==> src/rtl/axi_pr_queue_mc_if.sv <==
// Bundle for the PR request queue: Taiga issue/writeback signals, the AXI4-Lite slave port and
// the status outputs. The DUT takes the slave modport; the driving side takes the master modport.
interface axi_pr_queue_mc_if #(
  parameter int unsigned OU_W   = 4,
  parameter int unsigned SLOT_W = 4,
  parameter int unsigned ID_W   = 3
);
  logic              issue_valid;
  logic              issue_ready;
  logic [OU_W-1:0]   issue_ou_id;
  logic [SLOT_W-1:0] issue_slot;
  logic [ID_W-1:0]   issue_id;
  logic              wb_done;
  logic [ID_W-1:0]   wb_id;
  logic              wb_ack;

  logic [3:0]        s_axi_awaddr;
  logic              s_axi_awvalid;
  logic              s_axi_awready;
  logic [31:0]       s_axi_wdata;
  logic              s_axi_wvalid;
  logic              s_axi_wready;
  logic [1:0]        s_axi_bresp;
  logic              s_axi_bvalid;
  logic              s_axi_bready;
  logic [3:0]        s_axi_araddr;
  logic              s_axi_arvalid;
  logic              s_axi_arready;
  logic [31:0]       s_axi_rdata;
  logic [1:0]        s_axi_rresp;
  logic              s_axi_rvalid;
  logic              s_axi_rready;

  logic              pr_request_pending;
  logic              irq;

  modport master (
    output issue_valid, issue_ou_id, issue_slot, issue_id, wb_ack,
    output s_axi_awaddr, s_axi_awvalid, s_axi_wdata, s_axi_wvalid, s_axi_bready,
    output s_axi_araddr, s_axi_arvalid, s_axi_rready,
    input  issue_ready, wb_done, wb_id,
    input  s_axi_awready, s_axi_wready, s_axi_bresp, s_axi_bvalid,
    input  s_axi_arready, s_axi_rdata, s_axi_rresp, s_axi_rvalid,
    input  pr_request_pending, irq
  );

  modport slave (
    input  issue_valid, issue_ou_id, issue_slot, issue_id, wb_ack,
    input  s_axi_awaddr, s_axi_awvalid, s_axi_wdata, s_axi_wvalid, s_axi_bready,
    input  s_axi_araddr, s_axi_arvalid, s_axi_rready,
    output issue_ready, wb_done, wb_id,
    output s_axi_awready, s_axi_wready, s_axi_bresp, s_axi_bvalid,
    output s_axi_arready, s_axi_rdata, s_axi_rresp, s_axi_rvalid,
    output pr_request_pending, irq
  );
endinterface

==> src/rtl/axi_pr_queue_mc.sv <==
// Partial-reconfiguration request queue: Taiga issue pushes {ou_id, slot}, the PR-management CPU
// peeks/pops over AXI4-Lite, with duplicate suppression, flush, and a maskable pending irq.
module axi_pr_queue_mc #(
  parameter int unsigned DEPTH  = 4,
  parameter int unsigned OU_W   = 4,
  parameter int unsigned SLOT_W = 4,
  parameter int unsigned ID_W   = 3,
  parameter bit          DEDUP  = 1'b1
) (
  input logic             clk,
  input logic             rst,
  axi_pr_queue_mc_if.slave bus
);
  localparam int unsigned AW = $clog2(DEPTH);
  localparam int unsigned EW = OU_W + SLOT_W;

  typedef logic [EW-1:0] entry_t;
  typedef enum logic {RIdle, RData} rd_state_e;
  typedef enum logic {WIdle, WResp} wr_state_e;

  entry_t           mem_q [DEPTH];
  logic [DEPTH-1:0] vld_q, vld_d;
  logic [AW-1:0]    rd_ptr_q, rd_ptr_d, wr_ptr_q, wr_ptr_d;
  logic [AW:0]      count_q, count_d;
  logic             irq_en_q, irq_en_d;
  logic             waiting_q, waiting_d;
  logic [ID_W-1:0]  wb_id_q, wb_id_d;
  logic [31:0]      rdata_q, rdata_d;
  rd_state_e        rstate_q, rstate_d;
  wr_state_e        wstate_q, wstate_d;

  entry_t      req;
  logic        full, pending, dup, push, enq, pop, ar_acc, aw_acc, ctrl_wr, flush;
  logic [23:0] head_ext;
  logic [31:0] rd_mux;
  logic        unused;

  assign req      = {bus.issue_ou_id, bus.issue_slot};
  assign full     = (count_q == (AW + 1)'(DEPTH));
  assign pending  = (count_q != '0);
  assign head_ext = 24'(mem_q[rd_ptr_q]);
  assign unused   = ^{bus.s_axi_awaddr[1:0], bus.s_axi_araddr[1:0], bus.s_axi_wdata[31:2]};

  // Dedup looks at the queue as it stood before any pop in this same cycle.
  always_comb begin
    dup = 1'b0;
    for (int unsigned i = 0; i < DEPTH; i++) begin
      if (vld_q[i] && (mem_q[i] == req)) dup = 1'b1;
    end
  end

  // Gated by rst so every ready is low while reset is asserted.
  assign bus.issue_ready = rst & ~waiting_q & ~full;
  assign push            = bus.issue_valid & bus.issue_ready;
  assign ar_acc          = rst & (rstate_q == RIdle) & bus.s_axi_arvalid;
  assign aw_acc          = rst & (wstate_q == WIdle) & bus.s_axi_awvalid & bus.s_axi_wvalid;
  assign pop             = ar_acc & (bus.s_axi_araddr[3:2] == 2'd2) & pending;
  assign ctrl_wr         = aw_acc & (bus.s_axi_awaddr[3:2] == 2'd3);
  assign flush           = ctrl_wr & bus.s_axi_wdata[1];
  assign enq             = push & ~(DEDUP & dup) & ~flush;

  always_comb begin
    unique case (bus.s_axi_araddr[3:2])
      2'd0:       rd_mux = {16'h0, 8'(count_q), 5'b0, irq_en_q, full, pending};
      2'd1, 2'd2: rd_mux = pending ? {1'b1, 7'b0, head_ext} : 32'h0;
      default:    rd_mux = {31'b0, irq_en_q};
    endcase
  end

  always_comb begin
    vld_d     = vld_q;
    rd_ptr_d  = rd_ptr_q;
    wr_ptr_d  = wr_ptr_q;
    count_d   = count_q;
    irq_en_d  = irq_en_q;
    waiting_d = waiting_q;
    wb_id_d   = wb_id_q;
    rdata_d   = rdata_q;
    rstate_d  = rstate_q;
    wstate_d  = wstate_q;

    if (push) begin
      waiting_d = 1'b1;
      wb_id_d   = bus.issue_id;
    end else if (waiting_q && bus.wb_ack) begin
      waiting_d = 1'b0;
    end

    if (ctrl_wr) irq_en_d = bus.s_axi_wdata[0];

    if (flush) begin
      vld_d    = '0;
      rd_ptr_d = '0;
      wr_ptr_d = '0;
      count_d  = '0;
    end else begin
      if (pop) begin
        vld_d[rd_ptr_q] = 1'b0;
        rd_ptr_d        = rd_ptr_q + 1'b1;
      end
      if (enq) begin
        vld_d[wr_ptr_q] = 1'b1;
        wr_ptr_d        = wr_ptr_q + 1'b1;
      end
      count_d = count_q + (AW + 1)'(enq) - (AW + 1)'(pop);
    end

    unique case (rstate_q)
      RIdle: if (ar_acc) begin
        rdata_d  = rd_mux;
        rstate_d = RData;
      end
      default: if (bus.s_axi_rready) rstate_d = RIdle;
    endcase

    unique case (wstate_q)
      WIdle:   if (aw_acc) wstate_d = WResp;
      default: if (bus.s_axi_bready) wstate_d = WIdle;
    endcase
  end

  always_ff @(posedge clk) begin
    if (!rst) begin
      vld_q     <= '0;
      rd_ptr_q  <= '0;
      wr_ptr_q  <= '0;
      count_q   <= '0;
      irq_en_q  <= 1'b0;
      waiting_q <= 1'b0;
      wb_id_q   <= '0;
      rdata_q   <= '0;
      rstate_q  <= RIdle;
      wstate_q  <= WIdle;
    end else begin
      vld_q     <= vld_d;
      rd_ptr_q  <= rd_ptr_d;
      wr_ptr_q  <= wr_ptr_d;
      count_q   <= count_d;
      irq_en_q  <= irq_en_d;
      waiting_q <= waiting_d;
      wb_id_q   <= wb_id_d;
      rdata_q   <= rdata_d;
      rstate_q  <= rstate_d;
      wstate_q  <= wstate_d;
    end
  end

  // Payload storage needs no reset; vld_q/count_q qualify every use.
  always_ff @(posedge clk) begin
    if (enq) mem_q[wr_ptr_q] <= req;
  end

  assign bus.wb_done            = waiting_q;
  assign bus.wb_id              = wb_id_q;
  assign bus.s_axi_arready      = ar_acc;
  assign bus.s_axi_rvalid       = (rstate_q == RData);
  assign bus.s_axi_rdata        = rdata_q;
  assign bus.s_axi_rresp        = 2'b00;
  assign bus.s_axi_awready      = aw_acc;
  assign bus.s_axi_wready       = aw_acc;
  assign bus.s_axi_bvalid       = (wstate_q == WResp);
  assign bus.s_axi_bresp        = 2'b00;
  assign bus.pr_request_pending = pending;
  assign bus.irq                = irq_en_q & pending;
endmodule

==> src/flat_wrapper.sv <==
// flat-port wrapper written by rule: the top's interface ports become plain ports
module axi_pr_queue_mc_flat 
#(
  parameter int unsigned DEPTH  = 4,
  parameter int unsigned OU_W   = 4,
  parameter int unsigned SLOT_W = 4,
  parameter int unsigned ID_W   = 3,
  parameter bit          DEDUP  = 1'b1
)
  (clk, rst, bus_issue_valid, bus_issue_ou_id, bus_issue_slot, bus_issue_id, bus_wb_ack, bus_s_axi_awaddr, bus_s_axi_awvalid, bus_s_axi_wdata, bus_s_axi_wvalid, bus_s_axi_bready, bus_s_axi_araddr, bus_s_axi_arvalid, bus_s_axi_rready, bus_issue_ready, bus_wb_done, bus_wb_id, bus_s_axi_awready, bus_s_axi_wready, bus_s_axi_bresp, bus_s_axi_bvalid, bus_s_axi_arready, bus_s_axi_rdata, bus_s_axi_rresp, bus_s_axi_rvalid, bus_pr_request_pending, bus_irq);
  axi_pr_queue_mc_if #(.OU_W(OU_W), .SLOT_W(SLOT_W), .ID_W(ID_W)) bus_i ();
  input logic clk;
  input logic rst;
  input wire logic [$bits(bus_i.issue_valid)-1:0] bus_issue_valid;
  input wire logic [$bits(bus_i.issue_ou_id)-1:0] bus_issue_ou_id;
  input wire logic [$bits(bus_i.issue_slot)-1:0] bus_issue_slot;
  input wire logic [$bits(bus_i.issue_id)-1:0] bus_issue_id;
  input wire logic [$bits(bus_i.wb_ack)-1:0] bus_wb_ack;
  input wire logic [$bits(bus_i.s_axi_awaddr)-1:0] bus_s_axi_awaddr;
  input wire logic [$bits(bus_i.s_axi_awvalid)-1:0] bus_s_axi_awvalid;
  input wire logic [$bits(bus_i.s_axi_wdata)-1:0] bus_s_axi_wdata;
  input wire logic [$bits(bus_i.s_axi_wvalid)-1:0] bus_s_axi_wvalid;
  input wire logic [$bits(bus_i.s_axi_bready)-1:0] bus_s_axi_bready;
  input wire logic [$bits(bus_i.s_axi_araddr)-1:0] bus_s_axi_araddr;
  input wire logic [$bits(bus_i.s_axi_arvalid)-1:0] bus_s_axi_arvalid;
  input wire logic [$bits(bus_i.s_axi_rready)-1:0] bus_s_axi_rready;
  output wire logic [$bits(bus_i.issue_ready)-1:0] bus_issue_ready;
  output wire logic [$bits(bus_i.wb_done)-1:0] bus_wb_done;
  output wire logic [$bits(bus_i.wb_id)-1:0] bus_wb_id;
  output wire logic [$bits(bus_i.s_axi_awready)-1:0] bus_s_axi_awready;
  output wire logic [$bits(bus_i.s_axi_wready)-1:0] bus_s_axi_wready;
  output wire logic [$bits(bus_i.s_axi_bresp)-1:0] bus_s_axi_bresp;
  output wire logic [$bits(bus_i.s_axi_bvalid)-1:0] bus_s_axi_bvalid;
  output wire logic [$bits(bus_i.s_axi_arready)-1:0] bus_s_axi_arready;
  output wire logic [$bits(bus_i.s_axi_rdata)-1:0] bus_s_axi_rdata;
  output wire logic [$bits(bus_i.s_axi_rresp)-1:0] bus_s_axi_rresp;
  output wire logic [$bits(bus_i.s_axi_rvalid)-1:0] bus_s_axi_rvalid;
  output wire logic [$bits(bus_i.pr_request_pending)-1:0] bus_pr_request_pending;
  output wire logic [$bits(bus_i.irq)-1:0] bus_irq;
  assign bus_i.issue_valid = bus_issue_valid;
  assign bus_i.issue_ou_id = bus_issue_ou_id;
  assign bus_i.issue_slot = bus_issue_slot;
  assign bus_i.issue_id = bus_issue_id;
  assign bus_i.wb_ack = bus_wb_ack;
  assign bus_i.s_axi_awaddr = bus_s_axi_awaddr;
  assign bus_i.s_axi_awvalid = bus_s_axi_awvalid;
  assign bus_i.s_axi_wdata = bus_s_axi_wdata;
  assign bus_i.s_axi_wvalid = bus_s_axi_wvalid;
  assign bus_i.s_axi_bready = bus_s_axi_bready;
  assign bus_i.s_axi_araddr = bus_s_axi_araddr;
  assign bus_i.s_axi_arvalid = bus_s_axi_arvalid;
  assign bus_i.s_axi_rready = bus_s_axi_rready;
  assign bus_issue_ready = bus_i.issue_ready;
  assign bus_wb_done = bus_i.wb_done;
  assign bus_wb_id = bus_i.wb_id;
  assign bus_s_axi_awready = bus_i.s_axi_awready;
  assign bus_s_axi_wready = bus_i.s_axi_wready;
  assign bus_s_axi_bresp = bus_i.s_axi_bresp;
  assign bus_s_axi_bvalid = bus_i.s_axi_bvalid;
  assign bus_s_axi_arready = bus_i.s_axi_arready;
  assign bus_s_axi_rdata = bus_i.s_axi_rdata;
  assign bus_s_axi_rresp = bus_i.s_axi_rresp;
  assign bus_s_axi_rvalid = bus_i.s_axi_rvalid;
  assign bus_pr_request_pending = bus_i.pr_request_pending;
  assign bus_irq = bus_i.irq;
  axi_pr_queue_mc #(.DEPTH(DEPTH), .OU_W(OU_W), .SLOT_W(SLOT_W), .ID_W(ID_W), .DEDUP(DEDUP)) u_core (.clk(clk), .rst(rst), .bus(bus_i));
endmodule
==> config.mk <==
export PLATFORM = sky130hd
export DESIGN_NAME = axi_pr_queue_mc_flat
export DESIGN_NICKNAME = d
export VERILOG_FILES = /design/src/rtl/axi_pr_queue_mc_if.sv /design/src/rtl/axi_pr_queue_mc.sv /design/src/flat_wrapper.sv
export SDC_FILE = /design/constraint.sdc
export NUM_CORES = 1
export LEC_CHECK = 0
export BUFFER_PORTS_ARGS = -buffer_cell sky130_fd_sc_hd__buf_2
export CORE_UTILIZATION = 46
export DETAILED_ROUTE_END_ITERATION = 7
export PLACE_DENSITY = 0.81
export SLEW_MARGIN = 20
export SYNTH_ARGS = -nofsm -noshare
export SYNTH_HDL_FRONTEND = slang
export SYNTH_SLANG_ARGS = --single-unit
export TNS_END_PERCENT = 5
==> constraint.sdc <==
create_clock -name clk -period 2.4 [get_ports clk]
set_clock_uncertainty 0.2 [all_clocks]
set_input_delay 0.24 -clock clk [delete_from_list [all_inputs] [get_ports clk]]
set_output_delay 0.24 -clock clk [all_outputs]
set_load 0.02 [all_outputs]
==> run metrics <==
status finished with violations; failing checks setup timing; pre-CTS WS -0.186 ns; Final Hold Fails 0; RePlAce Congestion 0.830; routed len/inst 14.0 um; ys async rst share 0%; IO Pins 108; post-synth cell types 39; relative slew slack 65.2%; DRT iter0 DRCs 135; initial antenna violation count 0; Worst Path Required 2.44 ns; Seq pwr share 47.6%; post-route ant nets 0; drt first pass iters 4; critical path launch point type flip-flop; vias post-DR 2,216; CTS Sinks 64; final hold slack 0.00337 ns; syn avg cell area 12.1 um^2; total routed wirelength 6.37 mm; WS Path Type flip-flop to flip-flop; initial core utilization 47.4%; H-tree levels 3; CTS Root Cell clkbuf_8; maximum VDD drop 0.238 mV; n_diodes 0; fin nets 427; Worst-Margin Slew 0.517 ns; vias in the first global route 2,153; Slew Limit Fails 0; Comb pwr share 15.7%; top_reg_cell synth edfxtp_1; row count 30; Seq/Total Area, Yosys 49.8%; Final setup viols 2; RSZ-0062 raised after global routing yes; TritonCTS buffer count 9; Vias/cell 4.88; Final Cycle Share 105%; Critical Path End Type flip-flop; Global Route Usage Sum 18.7%; CTS Buffer Depth 2; die footprint 7330 um^2; first-pass GRT wire length 10.1 mm; ratio of total power to cell area 646 nW/um^2; total gr overflow 0; post-route DRC violation count 0; max-cap violation count 0; cell-internal power 1920 uW; Final Critical Period 2.51 ns; sw frac 26.2%; Synth top cells by count dfxtp_1, edfxtp_1, buf_4; Switching Power 682 uW; Leak 0.00164 uW; die height 85.6 um; CP max FO 2; max frequency 398 MHz; Die W 85.6 um; biggest area consumer among synthesized cells edfxtp_1; Synth Warn # 0; worst path arrival time 2.55 ns; synth top area cells edfxtp_1, dfxtp_1, xor2_1; Yosys top cell area share 29.9%; Yosys reg bits 64; CTS clock-pin slew for the worst setup and hold paths 0.07 ns; mapped cell area 3220 um^2; share of cells above drive strength 1 34.6%; area grow syn2layout 25.3%; hold crit path type input port to flip-flop; Clock power frac 36.7%; pin count of the biggest net entering global routing 17; Worst Slack Setup Final -0.111 ns; worst skew pair latency 0.35 ns; Placeable Area 6790 um^2; DP HPWL 4.79 mm; Mapped Cells 267; I/O Buffers 49; TritonCTS clock tree done; post-CTS setup buffer count 0; Post-synth EDFFs 32
what timing repair did:
action                     4_1_cts  5_1_grt
resized for setup                1        2
setup endpoints to repair        2        2
hold buffers                     9        0
hold endpoints to repair        11        0
pin swaps                        7        1
worst paths after layout:
path	startpoint	endpoint	slack, ns	depth (start not counted)
min reg2reg	u_core.bus.s_axi_rdata[9]	u_core.bus.s_axi_rdata[9]	0.26	2
max	u_core.mem_q[1][4]	u_core.count_q[2]	-0.11	12
min	bus_issue_slot[3]	u_core.mem_q[1][3]	0.003	1
max reg2reg	u_core.mem_q[1][4]	u_core.count_q[2]	-0.11	12
cell type report:
type                    count  area (um^2)
clock buffers              12          156
clock inverters             4         50.0
fillers                   538         2760
inverters                  11         41.3
multi-input cells         184         1530
flip-flops and latches     64         1610
well taps                  96          120
repair buffers             83          523
metal layers:
layer / track usage, % / share of wire [%] / vias to the layer above
li1: - / - / 1066
met1: 21.5 / 40 / 1061
met2: 31.6 / 51 / 79
met3: 4.81 / 5.8 / 10
met4: 11.2 / 2.3 / 0
met5: 0 / 0 / -
cell usage in the layout (no fill, tap or decap), types with 7 or more instances in the layout:
master	Yosys	routed
clkbuf_8	0	9
conb_1	1	24
nand2_1	14	13
inv_1	11	7
nor2b_1	13	13
mux4_2	8	8
nor2_1	7	7
edfxtp_1	32	32
ha_1	13	11
buf_4	25	25
dlygate4sd3_1	0	9
and3_4	6	7
xor2_1	22	21
dfxtp_1	32	29
xnor2_1	13	13
buf_2	2	49
state kept, by name, indices dropped and copies added, names as in the netlist, named ones only:
register and cells:
u_core.bus.s_axi_rdata 12, u_core.bus.wb_id 3, u_core.bus.wb_done 1, u_core.count_q 3, u_core.mem_q 32, u_core.wr_ptr_q 2, u_core.vld_q 4, u_core.bus.s_axi_rvalid 1
u_core.rd_ptr_q 2, u_core.irq_en_q 1, u_core.bus.s_axi_bvalid 1
cells by family (layout without fill, tap and decap cells):
group	count (synthesis)	count (layout)	synth area share (%)
and+or+nand+nor	73	73	13.6
DFF	64	64	49.8
buffers and inverters	42	110	7.89
xor gates and xnor gates	35	35	9.53
AOI/OAI and AO/OA	24	24	5.95
adders and majority gates	14	14	5.68
muxes	14	14	7.46
other	1	24	0.117
metrics by stage:
stage | power [uW] | area (um^2) | TNS (ns) | util (%) | cells
CTS | 2620 | 4020 | -0.182 | 59.1 | 454
floorplan | 1540 | 3380 | -0.134 | - | 290
detailed placement | 1660 | 3710 | -0.285 | 54.7 | 429
finish | 2600 | 4030 | -0.170 | 59.3 | 454
global placement | 1640 | 3710 | -0.181 | 54.7 | 429
global route | 2710 | 4030 | -0.452 | 59.3 | 454
power by group through the flow:
stage	Combinational, uW	Sequential (uW)	Clock [uW]
3_5_place_dp	392	1260	0
2_1_floorplan	270	1270	0
5_1_grt	446	1250	1010
4_1_cts	408	1240	972
6_report	408	1240	956
3_3_place_gp	380	1260	0
worst max-delay path: stages (launching register included):
cell and delay, ns:
edfxtp_1 0.41, xor2_1 0.18, nor4_2 0.34, buf_4 0.17
nand4_1 0.06, and3_4 0.16, and2_4 0.14, ha_4 0.15
inv_2 0.05, fa_2 0.20, xor2_2 0.15, xnor2_1 0.13
nor2_1 0.06
No activity file was read; power rests on OpenSTA's default activity.
